--- config.mk ---
export PLATFORM = sky130hd
export DESIGN_NAME = mag_cmp_seq
export DESIGN_NICKNAME = d
export VERILOG_FILES = /design/src/rtl/mag_cmp_pkg.sv /design/src/rtl/mag_cmp_seq_cmp_slice.sv /design/src/rtl/mag_cmp_seq.sv
export SDC_FILE = /design/constraint.sdc
export NUM_CORES = 1
export LEC_CHECK = 0
export ABC_AREA = 1
export BUFFER_PORTS_ARGS = -buffer_cell sky130_fd_sc_hd__buf_4
export CORE_MARGIN = 2
export CORE_UTILIZATION = 54
export CTS_CLUSTER_DIAMETER = 200
export DETAILED_ROUTE_END_ITERATION = 12
export GPL_ROUTABILITY_DRIVEN = 0
export PLACE_DENSITY = 0.86
export SETUP_SLACK_MARGIN = 0.3
export SYNTH_ARGS = -nofsm -noshare
export SYNTH_HDL_FRONTEND = slang
export SYNTH_HIERARCHICAL = 1
export SYNTH_SLANG_ARGS = --single-unit
export TNS_END_PERCENT = 1
--- constraint.sdc ---
create_clock -name clk_i -period 2.3 [get_ports clk_i]
set_input_delay 0.46 -clock clk_i [delete_from_list [all_inputs] [get_ports clk_i]]
set_output_delay 0.46 -clock clk_i [all_outputs]
set_load 0.03 [all_outputs]
--- src/rtl/mag_cmp_pkg.sv ---
// Shared types and helpers for the sequential slice-wise magnitude comparator.
package mag_cmp_pkg;

  typedef enum logic {
    ST_IDLE = 1'b0,
    ST_RUN  = 1'b1
  } state_e;

  // Slice counter width; a single-slice compare still needs a 1-bit counter.
  function automatic int cnt_w(input int n);
    return (n < 2) ? 1 : $clog2(n);
  endfunction

endpackage

--- src/rtl/mag_cmp_seq_cmp_slice.sv ---
// One ripple-comparator stage: folds a DIGIT-bit slice into the running gt/eq state.
module cmp_slice #(
  parameter int DIGIT = 4
) (
  input  logic [DIGIT-1:0] a_s_i,
  input  logic [DIGIT-1:0] b_s_i,
  input  logic             gt_i,
  input  logic             eq_i,
  output logic             gt_o,
  output logic             eq_o
);

  logic s_eq;

  assign s_eq = (a_s_i == b_s_i);
  // A higher slice decides outright; an equal slice defers to the lower slices.
  assign gt_o = (a_s_i > b_s_i) | (s_eq & gt_i);
  assign eq_o = s_eq & eq_i;

endmodule

--- src/rtl/mag_cmp_seq.sv ---
// Multi-cycle magnitude comparator: DIGIT bits per clock, LS slice first,
// unsigned or two's-complement, with a start/busy/done handshake.
module mag_cmp_seq
  import mag_cmp_pkg::*;
#(
  parameter int WIDTH = 16,
  parameter int DIGIT = 4
) (
  input  logic             clk_i,
  input  logic             rst_n_i,
  input  logic             start_i,
  input  logic [WIDTH-1:0] a_i,
  input  logic [WIDTH-1:0] b_i,
  input  logic             is_signed_i,
  output logic             busy_o,
  output logic             done_o,
  output logic             agtb_o,
  output logic             aeqb_o,
  output logic             altb_o
);

  localparam int N  = WIDTH / DIGIT;
  localparam int CW = cnt_w(N);

  if ((DIGIT < 1) || ((WIDTH % DIGIT) != 0)) begin : g_param_err
    $error("mag_cmp_seq: WIDTH must be a positive multiple of DIGIT");
  end

  state_e                   state_q, state_d;
  logic [CW-1:0]            cnt_q, cnt_d;
  logic [N-1:0][DIGIT-1:0]  a_q, a_d;
  logic [N-1:0][DIGIT-1:0]  b_q, b_d;
  logic                     sgn_q, sgn_d;
  logic                     gt_q, gt_d;
  logic                     eq_q, eq_d;
  logic                     done_q, done_d;
  logic [2:0]               flags_q, flags_d;   // {agtb, aeqb, altb}

  logic [DIGIT-1:0]         a_s, b_s;
  logic                     last;
  logic                     gt_new, eq_new;

  assign last = (cnt_q == CW'(N - 1));

  // Offset-binary trick: flipping both sign bits turns a signed compare
  // into an unsigned one, and only the top slice holds the sign bit.
  always_comb begin
    a_s = a_q[cnt_q];
    b_s = b_q[cnt_q];
    a_s[DIGIT-1] = a_q[cnt_q][DIGIT-1] ^ (sgn_q & last);
    b_s[DIGIT-1] = b_q[cnt_q][DIGIT-1] ^ (sgn_q & last);
  end

  cmp_slice #(.DIGIT(DIGIT)) u_slice (
    .a_s_i (a_s),
    .b_s_i (b_s),
    .gt_i  (gt_q),
    .eq_i  (eq_q),
    .gt_o  (gt_new),
    .eq_o  (eq_new)
  );

  always_comb begin
    state_d = state_q;
    cnt_d   = cnt_q;
    a_d     = a_q;
    b_d     = b_q;
    sgn_d   = sgn_q;
    gt_d    = gt_q;
    eq_d    = eq_q;
    done_d  = 1'b0;
    flags_d = flags_q;
    case (state_q)
      ST_IDLE: begin
        if (start_i) begin
          state_d = ST_RUN;
          cnt_d   = '0;
          a_d     = a_i;
          b_d     = b_i;
          sgn_d   = is_signed_i;
          gt_d    = 1'b0;
          eq_d    = 1'b1;
        end
      end
      ST_RUN: begin
        gt_d = gt_new;
        eq_d = eq_new;
        if (last) begin
          state_d = ST_IDLE;
          cnt_d   = '0;
          done_d  = 1'b1;
          flags_d = {gt_new, eq_new, ~gt_new & ~eq_new};
        end else begin
          cnt_d = cnt_q + CW'(1);
        end
      end
      default: state_d = ST_IDLE;
    endcase
  end

  always_ff @(posedge clk_i or negedge rst_n_i) begin
    if (!rst_n_i) begin
      state_q <= ST_IDLE;
      cnt_q   <= '0;
      a_q     <= '0;
      b_q     <= '0;
      sgn_q   <= 1'b0;
      gt_q    <= 1'b0;
      eq_q    <= 1'b1;
      done_q  <= 1'b0;
      flags_q <= '0;
    end else begin
      state_q <= state_d;
      cnt_q   <= cnt_d;
      a_q     <= a_d;
      b_q     <= b_d;
      sgn_q   <= sgn_d;
      gt_q    <= gt_d;
      eq_q    <= eq_d;
      done_q  <= done_d;
      flags_q <= flags_d;
    end
  end

  assign busy_o = (state_q == ST_RUN);
  assign done_o = done_q;
  assign agtb_o = flags_q[2];
  assign aeqb_o = flags_q[1];
  assign altb_o = flags_q[0];

endmodule

==> results.cfg, run 1 <==
[status]
outcome = finished clean

[synth]
syn_inst = 257
ys_seq_elements = 42
synth.distinct_cells = 21
synthesis.nets = 298
synth_area_um2 = 2070
synth-seq-area-share = 0.508
avgSynthCellArea_um2 = 8.06
yosys_warnings = 6

[routing]
wl_per_cell_um = 14.5
final_antenna_net_count = 0
post-route-drc-count = 0
first_iter_violations = 167
via_per_inst = 5.41
via_count = 1894
wirelength_um = 5060
first_pass_iters = 4

[sta]
setup_ws_ns = 0.260
max_freq_mhz = 490
period_share = 0.887
hold_slack_ns = 0.124
tightest_slew_ns = 0.507
period_needed_ns = 2.04
tns_ns = 0
setup_viol = 0
drv_slew = 0
finalHoldViolations = 0
skew_ns = 0.0108
slew_headroom = 0.662
rsz0062_at_grt = true

[pwr]
p_switching_mw = 1.96
p_leak_nw = 1.41
p_per_area_nw_per_um2 = 1640
power_frac_clock = 0.112
internal-power_mw = 2.41
pwr-share-comb = 0.579
seqPwrFrac = 0.309
power_switching_share = 0.448
peakVddDrop_uv = 740

[setup_path]
path_cells = buf_12 > buf_8 > o21ai_0 > o22ai_1 > ha_4 > nand2_4 > nor2_2 > nor2_1 > a21oi_1 > inv_1 > nand2_1 > o21ai_1
cp-start-kind = flop
worstPathMaxFanout = 8
startpoint = cnt_q[0]
crit_arrival_ns = 2.24
critical_path.slowest_cell = dfrtp_2
critPathKind = flop to flop
endpoint_kind = flop
critical_path_buf_inv_count = 3
max_stage_delay_ns = 0.47
cp_top_family = compound AO/OA/AOI/OAI gates
required_ns = 2.49
r2r_start = cnt_q[0]

[global_routing]
overflow = 0
antenna_found_initial = 0
grt_pass1_wl_um = 7330
grt_max_degree = 43
grt_usage = 0.225
grt_pass1_vias = 1686

[floorplanning]
fp.dieH_um = 65.9
rows = 22
die_w_um = 65.9
coreArea_um2 = 3660
start_util = 0.566
num_io_pins = 41
dieArea_um2 = 4350

[place]
place_worst_setup_slack_ns = 0.217
io_buffers = 40
placed_area_um2 = 2340
dp_hpwl_um = 2900

[clock_tree]
ctsLongestPathBuffers = 2
cts_made_buffers = 5
root_buffer = clkbuf_8
clock_sinks = 42
htreeDepth = 2
clk_latency_ns = 0.31
clkTransAtPathRegs_ns = 0.08
cts_hold_buf = 0
cts_tree = yes

[flow_run]
drv_cap = 0

[final_layout]
design_area_um2 = 2670
final_nets = 342
drive_gt1_frac = 0.285
antennaDiodeCount = 0
syn2layout_area_growth_pct = 29.1
fillers = 262
post-route-util = 0.730

[hold_path]
hold_path.class = input port to asynchronous set/reset pin
-- layout by cell type (no fill, tap or decap), types with 2 or more instances in the layout --
master / instances
nand2_1: 89
buf_4: 46
dfrtp_1: 39
nand3_1: 35
nor2_1: 16
inv_1: 12
o21ai_1: 9
o21ai_0: 7
clkbuf_8: 6
ha_4: 5
o22ai_1: 4
nand2_2: 4
nand3_2: 4
nand2_4: 4
inv_2: 3
o22ai_2: 2
a21oi_1: 2
dfrtp_2: 2
-- state kept, by name (all words and copies together), names as in the netlist --
signal   flops
a_q         16
b_q         16
flags_q      3
cnt_q        2
busy_o       1
done_o       1
eq_q         1
gt_q         1
sgn_q        1
-- layer usage --
layer | wire (um) | global-route usage | vias to the layer above
li1 | - | - | 911
met1 | 2040 | 0.281 | 893
met2 | 2510 | 0.364 | 72
met3 | 327 | 0.0664 | 18
met4 | 178 | 0.0938 | 0
met5 | 0 | 0 | -
-- area by class of cell --
type	count	area, um2	area share
sequential	42	1050	0.395
multi-input combinational	186	985	0.368
timing repair buffer	50	417	0.156
clock buffer	7	86.3	0.0323
inverter	16	65.1	0.0243
tap	48	60.1	0.0225
clock inverter	1	5.00	0.00187
-- power groups by stage --
stage	clock network [mW]	logic (mW)	registers, mW
finish	0.489	2.53	1.35
global route	0.533	2.77	1.39
CTS	0.492	1.81	1.32
detailed placement	0	1.74	1.34
global placement	0	1.66	1.33
floorplan	0	1.35	1.34
-- cell families (layout without fill, tap and decap cells) --
family          Yosys count  after routing  synth area share
simple gates            155            155             0.314
flops                    42             42             0.508
buf+inv                  29             74            0.0798
compound gates           26             26            0.0677
fa+ha+maj                 5              5            0.0302
-- stage by stage --
| stage | power [mW] | cells |
|---|---|---|
| final | 4.37 | 350 |
| after global routing | 4.69 | 350 |
| after CTS | 3.63 | 345 |
| after floorplan | 2.69 | 257 |
| after detailed placement | 3.08 | 334 |
| after global placement | 2.99 | 334 |
-- cell usage after synthesis (all sizes together) --
| master | number | share of area |
|---|---|---|
| a21oi | 2 | 0.0048 |
| buf | 13 | 0.051 |
| dfrtp | 41 | 0.50 |
| dfstp | 1 | 0.013 |
| ha | 5 | 0.030 |
| inv | 16 | 0.029 |
| nand2 | 97 | 0.18 |
| nand3 | 39 | 0.094 |
| nor2 | 17 | 0.032 |
| nor3 | 1 | 0.0024 |
| nor3b | 1 | 0.0036 |
| o21ai | 17 | 0.041 |
| o22ai | 6 | 0.018 |
| o31ai | 1 | 0.0036 |
-- final timing paths --
kind | to | slack (ns) | depth (start not counted)
setup / recovery | flags_q[0] | 0.26 | 12
hold / removal | flags_q[0] | 0.12 | 1
setup reg to reg | flags_q[0] | 0.26 | 12
hold reg to reg | b_q[6] | 0.47 | 2
max in group asynchronous | cnt_q[1] | 1.81 | 1
min in group clk_i | a_q[13] | 0.38 | 3
-- repair_timing --
action | in CTS | in global routing
pin swaps | 0 | 12
endpoints found under the setup margin | 4 | 5
cloned | 0 | 1
buffers inserted | 3 | 4
gates resized for setup | 6 | 33
Note: power is estimated with default switching activity, not from simulation.
==> inputs of run 2 (changes only) <==
- ABC_AREA: 1 -> 0
- PLACE_DENSITY: 0.86 -> 0.87
==> results.cfg, run 2 <==
[status]
outcome = finished, violations left
violations = negative setup slack

[floorplanning]
fp.dieH_um = 64.2
dieArea_um2 = 4120
coreArea_um2 = 3420
die_w_um = 64.2
num_io_pins = 41
start_util = 0.573
rows = 21

[global_routing]
grt_usage = 0.211
grt_pass1_vias = 1351
grt_pass1_wl_um = 6470
overflow = 0
antenna_found_initial = 0
grt_max_degree = 43

[place]
dp_hpwl_um = 2660
io_buffers = 40
place_worst_setup_slack_ns = -0.162

[final_layout]
final_nets = 215
syn2layout_area_growth_pct = 22.1
reg_top3 = a_q x16, b_q x16, flags_q x3
antennaDiodeCount = 0
final_common_cell = buf_4
drive_gt1_frac = 0.560
final_cell_mix = buf_4 (44), dfrtp_1 (40), mux2_2 (33)

[sta]
drv_slew = 0
skew_ns = 0.00325
rsz0062_at_grt = true
period_share = 1.01
setup_ws_ns = -0.0282
finalHoldViolations = 0
slew_headroom = 0.665
tightest_slew_ns = 0.503
period_needed_ns = 2.33
max_freq_mhz = 430
setup_viol = 1

[setup_path]
path_cells = mux4_2 > xnor2_1 > inv_1 > ha_4 > nand4_1 > a31oi_2 > nor2_1 > mux2_2
ff2ff_path_depth = 8
cp_top_family = multiplexers
worstPathMaxFanout = 4
critical_path.slowest_cell = mux4_2
cp-start-kind = flop
startpoint = cnt_q[0]
crit_arrival_ns = 2.56
critPathKind = flop to flop
max_stage_delay_ns = 0.52
r2r_slack_ns = -0.03
required_ns = 2.54
critical_path_buf_inv_count = 1
r2r_start = cnt_q[0]
endpoint_kind = flop
rr_endpoint = flags_q[0]

[flow_run]
drv_cap = 0

[synth]
synthTopCellsByArea = dfrtp_1 (52%), mux2_2 (19%), mux4_1 (8.1%)
yosysTopAreaCell = dfrtp_1
avgSynthCellArea_um2 = 15.2
yosys_warnings = 6
yosys.area.top_type_share = 0.525
synth_top_flop_cell = dfrtp_1
synth.distinct_cells = 25
synthesis.nets = 170
ys_seq_elements = 42
synth-seq-area-share = 0.538
ys_async_sr_fraction = 1.00
syn_inst = 129
synth-edff-count = 0
ys_top_cells_by_count = dfrtp_1 (41), mux2_2 (33), inv_1 (6), mux4_1 (6)
yosysMostFrequentCell = dfrtp_1
synth_area_um2 = 1960

[hold_path]
hold_path.class = input port to asynchronous set/reset pin

[routing]
first_pass_iters = 4
via_per_inst = 5.54
post-route-drc-count = 0
first_iter_violations = 39
via_count = 1225
wl_per_cell_um = 16.3
final_antenna_net_count = 0
wirelength_um = 3600

[clock_tree]
clkTransAtPathRegs_ns = 0.11
cts_setup_buffers = 0
ctsLongestPathBuffers = 2
clock_sinks = 42
cts_tree = yes
cts_made_buffers = 5
root_buffer = clkbuf_4
clk_latency_ns = 0.34
htreeDepth = 2

[pwr]
power_frac_clock = 0.103
power.total_mw = 3.55
p_per_area_nw_per_um2 = 1490
internal-power_mw = 2.30
p_leak_nw = 1.08
peakVddDrop_uv = 683
p_switching_mw = 1.25
pwr-share-comb = 0.510
seqPwrFrac = 0.386
power_switching_share = 0.352
-- run 2: power groups by stage --
| stage | combinational [mW] | sequential [mW] | clock (mW) |
|---|---|---|---|
| after CTS | 1.76 | 1.37 | 0.377 |
| final | 1.81 | 1.37 | 0.367 |
| after floorplan | 1.26 | 1.32 | 0 |
| after detailed placement | 1.64 | 1.38 | 0 |
| after global routing | 2.01 | 1.42 | 0.419 |
| after global placement | 1.54 | 1.35 | 0 |
-- run 2: worst max-delay path by stage --
stage | to | slack (ns) | cells past startpoint
floorplan | flags_q[0] | 0.05 | 9
global placement | flags_q[0] | -0.02 | 8
detailed placement | flags_q[0] | -0.16 | 8
CTS | flags_q[0] | -0.03 | 8
global route | flags_q[0] | -0.19 | 8
finish | flags_q[0] | -0.03 | 8
-- run 2: layer usage --
| layer | share of wire | GRT usage | up-vias | routed length [um] |
|---|---|---|---|---|
| met4 | 0.040 | 0.112 | 0 | 145 |
| li1 | - | - | 551 | - |
| met5 | 0 | 0 | - | 0 |
| met2 | 0.52 | 0.362 | 42 | 1880 |
| met1 | 0.38 | 0.244 | 619 | 1380 |
| met3 | 0.055 | 0.0493 | 13 | 197 |
-- run 2: cells by family (layout without fill, tap and decap cells) --
| family | Yosys count | count (layout) | synth area share |
|---|---|---|---|
| buffers and inverters | 13 | 59 | 0.0461 |
| AO/OA/AOI/OAI | 7 | 7 | 0.0224 |
| XOR/XNOR | 2 | 2 | 0.00896 |
| adder cells (fa/ha/maj) | 5 | 5 | 0.0320 |
| flip-flops | 42 | 42 | 0.538 |
| AND/OR/NAND/NOR | 16 | 16 | 0.0416 |
| multiplexers | 44 | 44 | 0.311 |
-- run 2: cell type report --
class	instances	area, um2
flip-flops and latches	42	1050
fillers	247	1030
multi-input cells	74	843
repair buffers	45	350
well taps	46	57.6
clock buffers	7	55.1
inverters	6	22.5
clock inverters	1	5.00
-- run 2: metrics by stage --
step | setup TNS, ns | hold slack, ns | instance area, um2 | cells | util
global route | -0.323 | 0.0944 | 2390 | 221 | 0.699
floorplan | 0 | 0.164 | 1970 | 129 | -
finish | -0.0282 | 0.0773 | 2390 | 221 | 0.699
CTS | -0.0253 | 0.0893 | 2390 | 221 | 0.699
global placement | -0.0222 | 0.454 | 2310 | 213 | 0.676
detailed placement | -0.203 | 0.469 | 2310 | 213 | 0.676
-- run 2: what timing repair did --
item / 4_1_cts / 5_1_grt
pin swaps: 4 / 0
hold endpoints to repair: 0 / 0
resized for setup: 8 / 0
endpoints found under the setup margin: 5 / 5
hold buffers: 0 / 0
-- run 2: worst register-to-register path, stage by stage (launching register included) --
cell	delay, ns
dfrtp_2	0.45
mux4_2	0.52
xnor2_1	0.15
inv_1	0.09
ha_4	0.28
nand4_1	0.14
a31oi_2	0.26
nor2_1	0.07
mux2_2	0.26
==> inputs of run 3 (changes only) <==
- MAX_ROUTING_LAYER: default -> met4
- PLACE_DENSITY: 0.87 -> 0.78
==> results.cfg, run 3 (same netlist as run 2, synthesis figures left out) <==
[sta]
tightest_slew_ns = 0.511
skew_ns = 0.00218
slew_headroom = 0.659
rsz0062_at_grt = true
drv_slew = 0
max_freq_mhz = 421
setup_viol = 1
finalHoldViolations = 0
period_share = 1.03
period_needed_ns = 2.37
setup_ws_ns = -0.0730

[flow_run]
drv_cap = 0

[place]
dp_hpwl_um = 2470
placed_area_um2 = 2300
io_buffers = 40

[final_layout]
final_common_cell = buf_4
antennaDiodeCount = 0
drive_gt1_frac = 0.571
seq_area_um2 = 1050
syn2layout_area_growth_pct = 21.5
final_nets = 215
post-route-util = 0.696
fillers = 253
reg_top3 = a_q x16, b_q x16, flags_q x3
design_area_um2 = 2380
final_cell_mix = buf_4 (44), dfrtp_1 (40), mux2_2 (32)
multi_input_area_um2 = 841

[floorplanning]
rows = 21
coreArea_um2 = 3420
num_io_pins = 41
dieArea_um2 = 4120
start_util = 0.573
die_w_um = 64.2
fp.dieH_um = 64.2

[clock_tree]
cts_setup_buffers = 0
root_buffer = clkbuf_4
cts_hold_buf = 0
clk_latency_ns = 0.35
cts_tree = yes
ctsLongestPathBuffers = 2
cts_made_buffers = 5
clock_sinks = 42
clkTransAtPathRegs_ns = 0.11
htreeDepth = 2

[setup_path]
required_ns = 2.54
crit_arrival_ns = 2.62
worstPathMaxFanout = 4
ff2ff_path_depth = 8
r2r_slack_ns = -0.07
endpoint_kind = flop
critPathKind = flop to flop
cp-start-kind = flop
r2r_start = cnt_q[0]
rr_endpoint = flags_q[0]

[routing]
via_per_inst = 5.27
final_antenna_net_count = 0
post-route-drc-count = 0
first_iter_violations = 48
wl_per_cell_um = 15.2
first_pass_iters = 4
wirelength_um = 3370
via_count = 1164

[pwr]
p_per_area_nw_per_um2 = 1440
p_leak_nw = 1.08
peakVddDrop_uv = 678

[global_routing]
grt_usage = 0.191
overflow = 0
antenna_found_initial = 0
use_met2 = 0.311
top_usage_layer = met2
grt_pass1_vias = 1234
grt_pass1_wl_um = 5750
grt_max_degree = 43
use_met1 = 0.235
use_met3 = 0.0370

[status]
outcome = finished, violations left
violations = negative setup slack

[hold_path]
hold_path.class = input port to asynchronous set/reset pin
[run 3: worst max-delay path by stage]
stage | startpoint | endpoint | slack (ns) | cells past startpoint
2_1_floorplan | cnt_q[0] | flags_q[0] | 0.05 | 9
3_3_place_gp | cnt_q[0] | flags_q[0] | -0.04 | 9
3_5_place_dp | cnt_q[0] | flags_q[0] | -0.09 | 9
4_1_cts | cnt_q[0] | flags_q[0] | 0.003 | 8
5_1_grt | cnt_q[0] | flags_q[0] | -0.19 | 8
6_report | cnt_q[0] | flags_q[0] | -0.07 | 8
[run 3: cell type report]
class	count	area share
inverters	6	0.00948
clock buffers	7	0.0232
flip-flops and latches	42	0.443
clock inverters	1	0.00211
repair buffers	45	0.144
well taps	46	0.0242
multi-input cells	74	0.354
[run 3: per-layer routing]
layer	wire length, um	vias up
met5	0	-
met4	61	0
met3	147	8
met2	1740	30
met1	1420	565
li1	-	561
[run 3: what timing repair did]
action / CTS / global route
resized for setup: 8 / 4
pin swaps: 3 / 3
cloned: 0 / 0
setup endpoints to repair: 5 / 5
[run 3: per-stage QoR]
stage	hold slack, ns	setup slack, ns	power [mW]	setup TNS (ns)	instances
2_1_floorplan	0.164	0.0470	2.58	0	129
3_3_place_gp	0.465	-0.0430	2.87	-0.0430	213
3_5_place_dp	0.467	-0.0924	2.95	-0.0938	213
4_1_cts	0.0910	0.00324	3.42	0	221
5_1_grt	0.103	-0.186	3.69	-0.331	221
6_report	0.0741	-0.0730	3.42	-0.0730	221
[run 3: worst max-delay path: stages, from the launching register on]
cell and delay [ns]:
dfrtp_2 0.43, mux4_2 0.55, xnor2_2 0.15, inv_1 0.08, ha_4 0.27, nand4_1 0.18, a31oi_2 0.28, nor2_1 0.06
mux2_4 0.27
[run 3: power breakdown]
part           internal, mW  switching [mW]  leakage (nW)
clock                 0.148           0.228        0.0353
sequential             1.12           0.229         0.495
combinational         0.989           0.714         0.553
total                  2.25            1.17          1.08
